[src/rtl/counter_sequencer_pkg.sv]
// Shared encodings for the counter run-control sequencer.
package counter_sequencer_pkg;

    typedef enum logic [1:0] {
        ST_IDLE = 2'd0,
        ST_RUN  = 2'd1,
        ST_DONE = 2'd2
    } state_e;

    localparam logic MODE_ONESHOT  = 1'b0;
    localparam logic MODE_PERIODIC = 1'b1;

endpackage

[src/rtl/counter_datapath.sv]
// WIDTH-bit adder + register; synchronous clear wins over enable.
module counter_datapath #(
    parameter int WIDTH = 8
) (
    input  logic             CLK,
    input  logic             RESETN,
    input  logic             CLR,
    input  logic             EN,
    output logic [WIDTH-1:0] O,
    output logic             COUT
);

    logic [WIDTH-1:0] o_q, o_d;
    logic [WIDTH:0]   sum_ext;

    assign sum_ext = {1'b0, o_q} + {{WIDTH{1'b0}}, 1'b1};

    always_comb begin
        o_d = o_q;
        if (CLR)
            o_d = '0;
        else if (EN)
            o_d = sum_ext[WIDTH-1:0];
    end

    always_ff @(posedge CLK or negedge RESETN) begin
        if (!RESETN)
            o_q <= '0;
        else
            o_q <= o_d;
    end

    assign O    = o_q;
    assign COUT = sum_ext[WIDTH];

endmodule

[src/rtl/counter_sequencer.sv]
// Start/stop, terminal count and one-shot/periodic control around counter_datapath.
module counter_sequencer
    import counter_sequencer_pkg::*;
#(
    parameter int WIDTH = 8
) (
    input  logic             CLK,
    input  logic             RESETN,
    input  logic             START,
    input  logic             STOP,
    input  logic             MODE,
    input  logic [WIDTH-1:0] PERIOD,
    output logic [WIDTH-1:0] COUNT,
    output logic             BUSY,
    output logic             TC,
    output logic             DONE
);

    state_e           state_q, state_d;
    logic [WIDTH-1:0] period_q, period_d;
    logic             mode_q, mode_d;
    logic             cnt_clr, cnt_en;
    logic             tc_hit;
    logic             go;
    logic             cout_unused;

    counter_datapath #(.WIDTH(WIDTH)) u_dp (
        .CLK    (CLK),
        .RESETN (RESETN),
        .CLR    (cnt_clr),
        .EN     (cnt_en),
        .O      (COUNT),
        .COUT   (cout_unused)
    );

    assign go     = START & ~STOP;
    assign tc_hit = (state_q == ST_RUN) && (COUNT == period_q);

    always_comb begin
        state_d  = state_q;
        period_d = period_q;
        mode_d   = mode_q;
        cnt_clr  = 1'b0;
        cnt_en   = 1'b0;
        case (state_q)
            ST_IDLE, ST_DONE: begin
                cnt_clr = 1'b1;
                state_d = ST_IDLE;
                if (go) begin
                    state_d  = ST_RUN;
                    period_d = PERIOD;
                    mode_d   = MODE;
                end
            end
            ST_RUN: begin
                if (STOP) begin
                    cnt_clr = 1'b1;
                    state_d = ST_IDLE;
                end else if (tc_hit) begin
                    // compare forces zero, so the adder never wraps
                    cnt_clr = 1'b1;
                    state_d = (mode_q == MODE_PERIODIC) ? ST_RUN : ST_DONE;
                end else begin
                    cnt_en = 1'b1;
                end
            end
            default: begin
                cnt_clr = 1'b1;
                state_d = ST_IDLE;
            end
        endcase
    end

    always_ff @(posedge CLK or negedge RESETN) begin
        if (!RESETN) begin
            state_q  <= ST_IDLE;
            period_q <= '0;
            mode_q   <= MODE_ONESHOT;
        end else begin
            state_q  <= state_d;
            period_q <= period_d;
            mode_q   <= mode_d;
        end
    end

    assign BUSY = (state_q == ST_RUN);
    assign TC   = tc_hit & ~STOP;
    assign DONE = (state_q == ST_DONE);

endmodule
[config.mk]
export PLATFORM = sky130hd
export DESIGN_NAME = counter_sequencer
export DESIGN_NICKNAME = d
export VERILOG_FILES = /design/src/rtl/counter_sequencer_pkg.sv /design/src/rtl/counter_datapath.sv /design/src/rtl/counter_sequencer.sv
export SDC_FILE = /design/constraint.sdc
export NUM_CORES = 1
export LEC_CHECK = 0
export CAP_MARGIN = 20
export CORE_UTILIZATION = 47
export CTS_CLUSTER_SIZE = 12
export DETAILED_ROUTE_END_ITERATION = 10
export PLACE_DENSITY = 0.87
export SYNTH_ARGS = -nofsm -noshare
export SYNTH_HDL_FRONTEND = slang
export SYNTH_HIERARCHICAL = 1
export SYNTH_SLANG_ARGS = --single-unit
[constraint.sdc]
create_clock -name CLK -period 5.2 [get_ports CLK]
set_input_delay 1.04 -clock CLK [delete_from_list [all_inputs] [get_ports CLK]]
set_output_delay 1.04 -clock CLK [all_outputs]
set_load 0.02 [all_outputs]
# --- Word level (Yosys, flattened, before mapping) ---
# Index checks and enable logic that the tools add are counted.
classes:
  add_sub_neg: 1
  n_bitwise: 3
  muxes: 13
  n_eq_ne: 4
  reduce_logical: 5
op_table:
  columns: ["operator", "n"]
  rows:
  - ["8-bit 2-to-1 mux", 2]
  - ["8-bit by 1-bit adder with 8-bit output, second input constant", 1]
  - ["8-bit == test", 1]
  - ["1-bit 2-to-1 mux", 7]
  - ["2-bit 2-to-1 mux", 3]
  - ["2-bit one-hot mux with 2 select lines", 1]
  - ["3-bit by 2-bit != test with 1-bit output, second input constant", 1]
  - ["1-bit AND", 2]
  - ["2-bit by 1-bit == test with 1-bit output, second input constant", 1]
  - ["2-bit == test, second input constant", 1]
  - ["2-bit zero test", 1]
  - ["2-bit AND reduction", 1]
  - ["2-bit nonzero test", 1]
  - ["2-bit OR reduction", 1]
  - ["1-bit logical AND", 1]
  - ["1-bit NOT", 1]
word_totals:
  output_inout_bits: 11
  inputBits: 13
  reg_bits: 19

# --- Depth between registers and ports, before layout ---
# Gate-level depths: netlist of run 1.
depth:
  word_depth: 7
  mapped_depth: 8
  mapped_depth_nobuf: 7

# --- Hierarchy ---
# The synthesis of run 1 kept the hierarchy.
by_module_without_submodules:
  columns: ["mod", "n_inst", "area_per_inst_um2", "cells_per_inst"]
  rows:
  - ["counter_sequencer", 1, 555.5, 44]
  - ["counter_datapath", 1, 396.6, 39]

# --- Worst setup path after synthesis of run 1 ---
# OpenSTA, ideal clock, no wires.
synth_timing:
  kind: "register to output"
  startpoint: "register u_dp.o_q[3] (netlist: u_dp/O[3])"
  endpoint: "output port TC"
  slack_ps: 2507
  arrival_ps: 1653
  path_stages_with_launch: 5
  path_buffers: 0
  required_ps: 4160
  path_cell_list: "dfrtp_1 -> xnor2_1 -> nand4_1 -> or4_4 -> nor2_1"
synth_via:
  elab_chain_cells: 3
synth_rtl:
  columns: ["item", "line", "source"]
  rows:
  - ["start, declared", "counter_datapath.sv:13", "logic [WIDTH-1:0] o_q, o_d;"]
  - ["start signal, assigned", "counter_datapath.sv:28", "o_q <= '0;"]
  - ["start signal, assigned", "counter_datapath.sv:30", "o_q <= o_d;"]
  - ["8-bit == test", "counter_sequencer.sv:37", "assign tc_hit = (state_q == ST_RUN) && (COUNT == period_q);"]
  - ["1-bit logical AND", "counter_sequencer.sv:37", null]
  - ["1-bit AND", "counter_sequencer.sv:87", "assign TC = tc_hit & ~STOP;"]
  - ["end, declared", "counter_sequencer.sv:15", "output logic TC,"]
# No other way between the ends.

# --- Worst setup path in the final report of run 1 ---
# Same ends and word-level chain as after synthesis.

==> summary.md, run 1 <==
| Metric | Value |
|---|---|
| Status | `finished, final reports clean` |
| Fmax | `0.2932 GHz` |
| Largest net degree at the start of global routing | `20` |
| Final Net Count | `121` |
| Core area | `1802 um^2` |
| Total track usage | `19.43%` |
| Max-slew violations | `0` |
| Detailed Place HPWL | `1325 um` |
| Delay of the slowest cell on the worst path | `600 ps` |
| Clk_lat worst skew | `310 ps` |
| 1st-iter DRT viols | `9` |
| Crit path max-delay family | `simple AND/OR/NAND/NOR gates` |
| Root Driver | `clkbuf_4` |
| Longest Clk Path Bufs | `2` |
| Number of hold buffers added after CTS | `0` |
| Io pins | `24` |
| Final worst-path cycle share | `65.59%` |
| H-tree lvl count | `1` |
| CP Class | `reg -> out` |
| Hold Slack | `485.6 ps` |
| Crit path DAT | `2370 ps` |
| Critical path peak fanout | `7` |
| Die extent in y | `46.80 um` |
| Vias per cell | `5.351` |
| Worst Path Buf+Inv | `1` |
| Drt first pass iters | `5` |
| RePlAce Congestion | `0.8142` |
| Hold/Removal Path Class | `reg -> reg` |
| Syn_nets | `95` |
| CTS tree | `done` |
| Vias | `701` |
| Num CTS Buffers | `3` |
| Slew Limit Headroom | `45.18%` |
| PortBufs | `23` |
| Initial Util | `52.36%` |
| Yosys warnings | `6` |
| Fin crit period | `3411 ps` |
| Cells after Synth | `81` |
| RSZ-0062 raised after global routing | `no` |
| Met2 routed WL | `891 um` |
| Fill cells | `140` |
| P_leak | `0.4829 nW` |
| Clock transition at path regs | `110 ps` |
| Met3 Wirelength | `112 um` |
| Setup WS post-layout | `1789 ps` |
| Postcts setup bufs | `0` |
| Worst-path cell chain | `xnor2_1 -> nand4_1 -> or4_4 -> nor2_1 -> clkdlybuf4s50_1` |
| WL met1 | `737 um` |
| Chip Width | `46.80 um` |
| # setup viols final | `0` |
| Required time worst endpoint | `4160 ps` |
| Antenna violations before repair | `0` |
| Final hold vios | `0` |
| Final WL | `1758 um` |
| Top layer used by detailed routing | `met4` |
| Max-Cap Viols | `0` |
| Pwr Density | `246.6 nW/um^2` |
| CP max-delay cell | `clkdlybuf4s50_1` |
| Setup crit end kind | `primary output` |
| Row Count | `15` |
| Worst slew pin tran | `819.8 ps` |
| Die area | `2190 um^2` |
| CTS resizes | `0` |
| First-pass GRT wire length | `2822 um` |
| ANT nets after route | `0` |
| Mapped Avg Cell Area | `11.65 um^2` |
| Clk_skew | `14.73 ps` |
| Clk sinks | `19` |
| DP Worst Slack | `1867 ps` |
| Number of global-route vias before repair | `632` |
| Setup TNS | `0 ps` |
| Congestion Overflow GR | `0` |
| Share of cells above drive strength 1 | `16.98%` |
| Max VDD drop | `0.1905 mV` |
| Routed len/inst | `13.42 um` |
| # DRC | `0` |
| CP startpoint kind | `register` |
| Mapped Area | `943.4 um^2` |
| Ant diodes | `0` |
| Area growth, synth to finish | `29.44%` |
==> power by group <==
| group | internal (mW) | switching (mW) |
|---|---|---|
| clock | 0.0287 | 0.0448 |
| combinational | 0.0322 | 0.0209 |
| sequential | 0.163 | 0.0117 |
| total | 0.224 | 0.0774 |
==> cell usage in the layout (no fill, tap or decap), types with 2 or more instances in the layout <==
master	n
o21ai_0	3
a21oi_1	3
nor2_1	7
dfrtp_1	19
clkdlybuf4s50_1	23
xor2_1	4
xnor2_1	8
nand3_1	2
nand4_1	3
nand2_1	3
nand2b_1	2
or3_1	3
mux2_2	8
clkbuf_4	3
==> sequential cells by signal, summed over array words and instances (netlist names) <==
| register | cells |
|---|---|
| state_q | 2 |
| mode_q | 1 |
| period_q | 8 |
| u_dp/O | 8 |
==> worst paths after layout <==
path,from,endpoint,slack [ps],cells past startpoint
max,u_dp/O[3]$_DFFE_PN0P_,TC,1790,5
max in group asynchronous,RESETN,u_dp/O[6]$_DFFE_PN0P_,3490,1
max reg2reg,u_dp/O[3]$_DFFE_PN0P_,u_dp/O[3]$_DFFE_PN0P_,3180,7
min reg2reg,mode_q$_DFFE_PN0P_,state_q[1]$_DFFE_PN0P_,490,1
min,mode_q$_DFFE_PN0P_,state_q[1]$_DFFE_PN0P_,490,1
min in group asynchronous,RESETN,state_q[0]$_DFFE_PN0P_,1190,1
==> per-stage QoR <==
| stage | util (%) | cell area (um^2) | power, mW | instances |
|---|---|---|---|---|
| final | 67.78 | 1221 | 0.3011 | 131 |
| after global placement | 66.25 | 1194 | 0.2284 | 127 |
| after floorplan | - | 943.4 | 0.2103 | 81 |
| after CTS | 67.78 | 1221 | 0.3050 | 131 |
| after detailed placement | 66.25 | 1194 | 0.2316 | 127 |
| after global routing | 67.78 | 1221 | 0.3191 | 131 |
==> metal layers <==
layer	vias to the layer above	global-route usage, %
met4	0	5.143
met5	-	0
met2	26	31.39
met1	337	24.25
li1	334	-
met3	4	8.077
==> layout make-up <==
class	count	area, um^2	share of cell area, %
clock buffers	3	22.52	1.844
clock inverters	1	5.005	0.4098
inverters	1	3.754	0.3074
multi-input cells	59	452.9	37.09
flip-flops and latches	19	475.5	38.93
well taps	25	31.28	2.561
repair buffers	23	230.2	18.85
(Power assumes the default switching activity.)
==> run 2: changes to the inputs <==
clock period = 3.5 ns   (was 5.2 ns; I/O delays follow)
==> summary.md, run 2 (synthesis gave the netlist of run 1 again) <==
| Metric | Value |
|---|---|
| Max-slew violations | `0` |
| Setup TNS | `0 ps` |
| Number of global-route vias before repair | `686` |
| Max-Cap Viols | `0` |
| CTS tree | `done` |
| Pwr Density | `365.6 nW/um^2` |
| Crit path max-delay family | `simple AND/OR/NAND/NOR gates` |
| # DRC | `0` |
| Required time worst endpoint | `2800 ps` |
| Final worst-path cycle share | `88.41%` |
| Congestion Overflow GR | `0` |
| Antenna violations before repair | `0` |
| Area growth, synth to finish | `29.31%` |
| Die extent in y | `46.80 um` |
| Fmax | `0.3232 GHz` |
| Worst Path Buf+Inv | `1` |
| Fin crit period | `3094 ps` |
| Number of hold buffers added after CTS | `0` |
| Commonest non-fill, non-tap cells in the layout | `23 x clkdlybuf4s50_1, 19 x dfrtp_1, 8 x xnor2_1, 8 x mux2_2, 7 x nor2_1` |
| PortBufs | `23` |
| Met3 Wirelength | `81 um` |
| Dpl cells | `127` |
| Io pins | `24` |
| CTS resizes | `0` |
| Num CTS Buffers | `3` |
| # setup viols final | `0` |
| Clk_skew | `7.701 ps` |
| Clock transition at path regs | `100 ps` |
| H-tree lvl count | `1` |
| Longest Clk Path Bufs | `2` |
| ANT nets after route | `0` |
| Die area | `2190 um^2` |
| Vias | `696` |
| Slew Limit Headroom | `43.54%` |
| RSZ-0062 raised after global routing | `no` |
| Hold/Removal Path Class | `reg -> reg` |
| Most common cell after layout, fill and taps aside | `clkdlybuf4s50_1` |
| Final hold vios | `0` |
| 1st-iter DRT viols | `12` |
| Crit path DAT | `2390 ps` |
| Final Net Count | `121` |
| Critical path peak fanout | `5` |
| Initial Util | `52.36%` |
| Worst slew pin tran | `844.3 ps` |
| Share of cells above drive strength 1 | `16.04%` |
| Met2 routed WL | `862 um` |
| CP Class | `reg -> out` |
| Hold Slack | `482.1 ps` |
| Largest net degree at the start of global routing | `20` |
| Delay of the slowest cell on the worst path | `600 ps` |
| Routed len/inst | `13.40 um` |
| First-pass GRT wire length | `2884 um` |
| RePlAce Congestion | `0.8652` |
| Clk sinks | `19` |
| Worst-path cell chain | `xnor2_1 -> nand4_1 -> or4_4 -> nor2_1 -> clkdlybuf4s50_1` |
| Chip Width | `46.80 um` |
| P_leak | `0.4802 nW` |
| Max VDD drop | `0.3220 mV` |
| Root Driver | `clkbuf_4` |
| Setup crit end kind | `primary output` |
| Core area | `1802 um^2` |
| Vias per cell | `5.313` |
| Postcts setup bufs | `0` |
| Detailed Place HPWL | `1349 um` |
| Final WL | `1755 um` |
| Drt first pass iters | `5` |
| Status | `finished, final reports clean` |
| Total track usage | `18.96%` |
| Fin cells | `131` |
| Clk_lat worst skew | `290 ps` |
| WL met1 | `760 um` |
| CP max-delay cell | `clkdlybuf4s50_1` |
| Ant diodes | `0` |
| CP startpoint kind | `register` |
| Row Count | `15` |
| Top layer used by detailed routing | `met4` |
-- run 2: cell count changes in the layout (fill, tap and decap cells not counted), sizes merged --
cell	previous run	this run
clkbuf	3	4
clkinv	1	0
-- run 2: layout make-up --
class / count / area (um^2)
inverter: 1 / 3.754
tap: 25 / 31.28
multi-input combinational: 59 / 452.9
sequential: 19 / 475.5
timing repair buffer: 23 / 230.2
fill: 146 / 581.8
clock buffer: 4 / 26.28
-- run 2: routing by layer --
metal  GRT usage [%]  vias up
met2           31.67       27
met4           10.29        0
met5               0        -
met1           23.90      327
met3           2.308        6
li1                -      336
-- run 2: power by group --
part	internal (mW)	leakage, nW	switching (mW)
Combinational	0.0478	0.221	0.0324
Clock	0.0443	0.0150	0.0623
Sequential	0.242	0.244	0.0173
Total	0.334	0.480	0.112
-- run 2: path summary, 6_finish.rpt --
| kind | startpoint | cells after the start | slack [ps] | endpoint |
|---|---|---|---|---|
| min reg2reg | mode_q$_DFFE_PN0P_ | 1 | 480 | state_q[1]$_DFFE_PN0P_ |
| min | mode_q$_DFFE_PN0P_ | 1 | 480 | state_q[1]$_DFFE_PN0P_ |
| max | u_dp/O[1]$_DFFE_PN0P_ | 5 | 410 | TC |
| min in group asynchronous | RESETN | 1 | 880 | u_dp/O[1]$_DFFE_PN0P_ |
| max reg2reg | u_dp/O[1]$_DFFE_PN0P_ | 7 | 1460 | u_dp/O[3]$_DFFE_PN0P_ |
| max in group asynchronous | RESETN | 1 | 2090 | period_q[1]$_DFFE_PN0P_ |
-- run 2: through the flow --
| step | setup slack [ps] | total power, mW | area [um^2] | util [%] |
|---|---|---|---|---|
| detailed placement | 751.9 | 0.3448 | 1194 | 66.25 |
| floorplan | 1147 | 0.3125 | 943.4 | - |
| global placement | 816.5 | 0.3414 | 1194 | 66.25 |
| CTS | 409.5 | 0.4513 | 1220 | 67.71 |
| global route | 325.9 | 0.4696 | 1220 | 67.71 |
| finish | 405.7 | 0.4460 | 1220 | 67.71 |
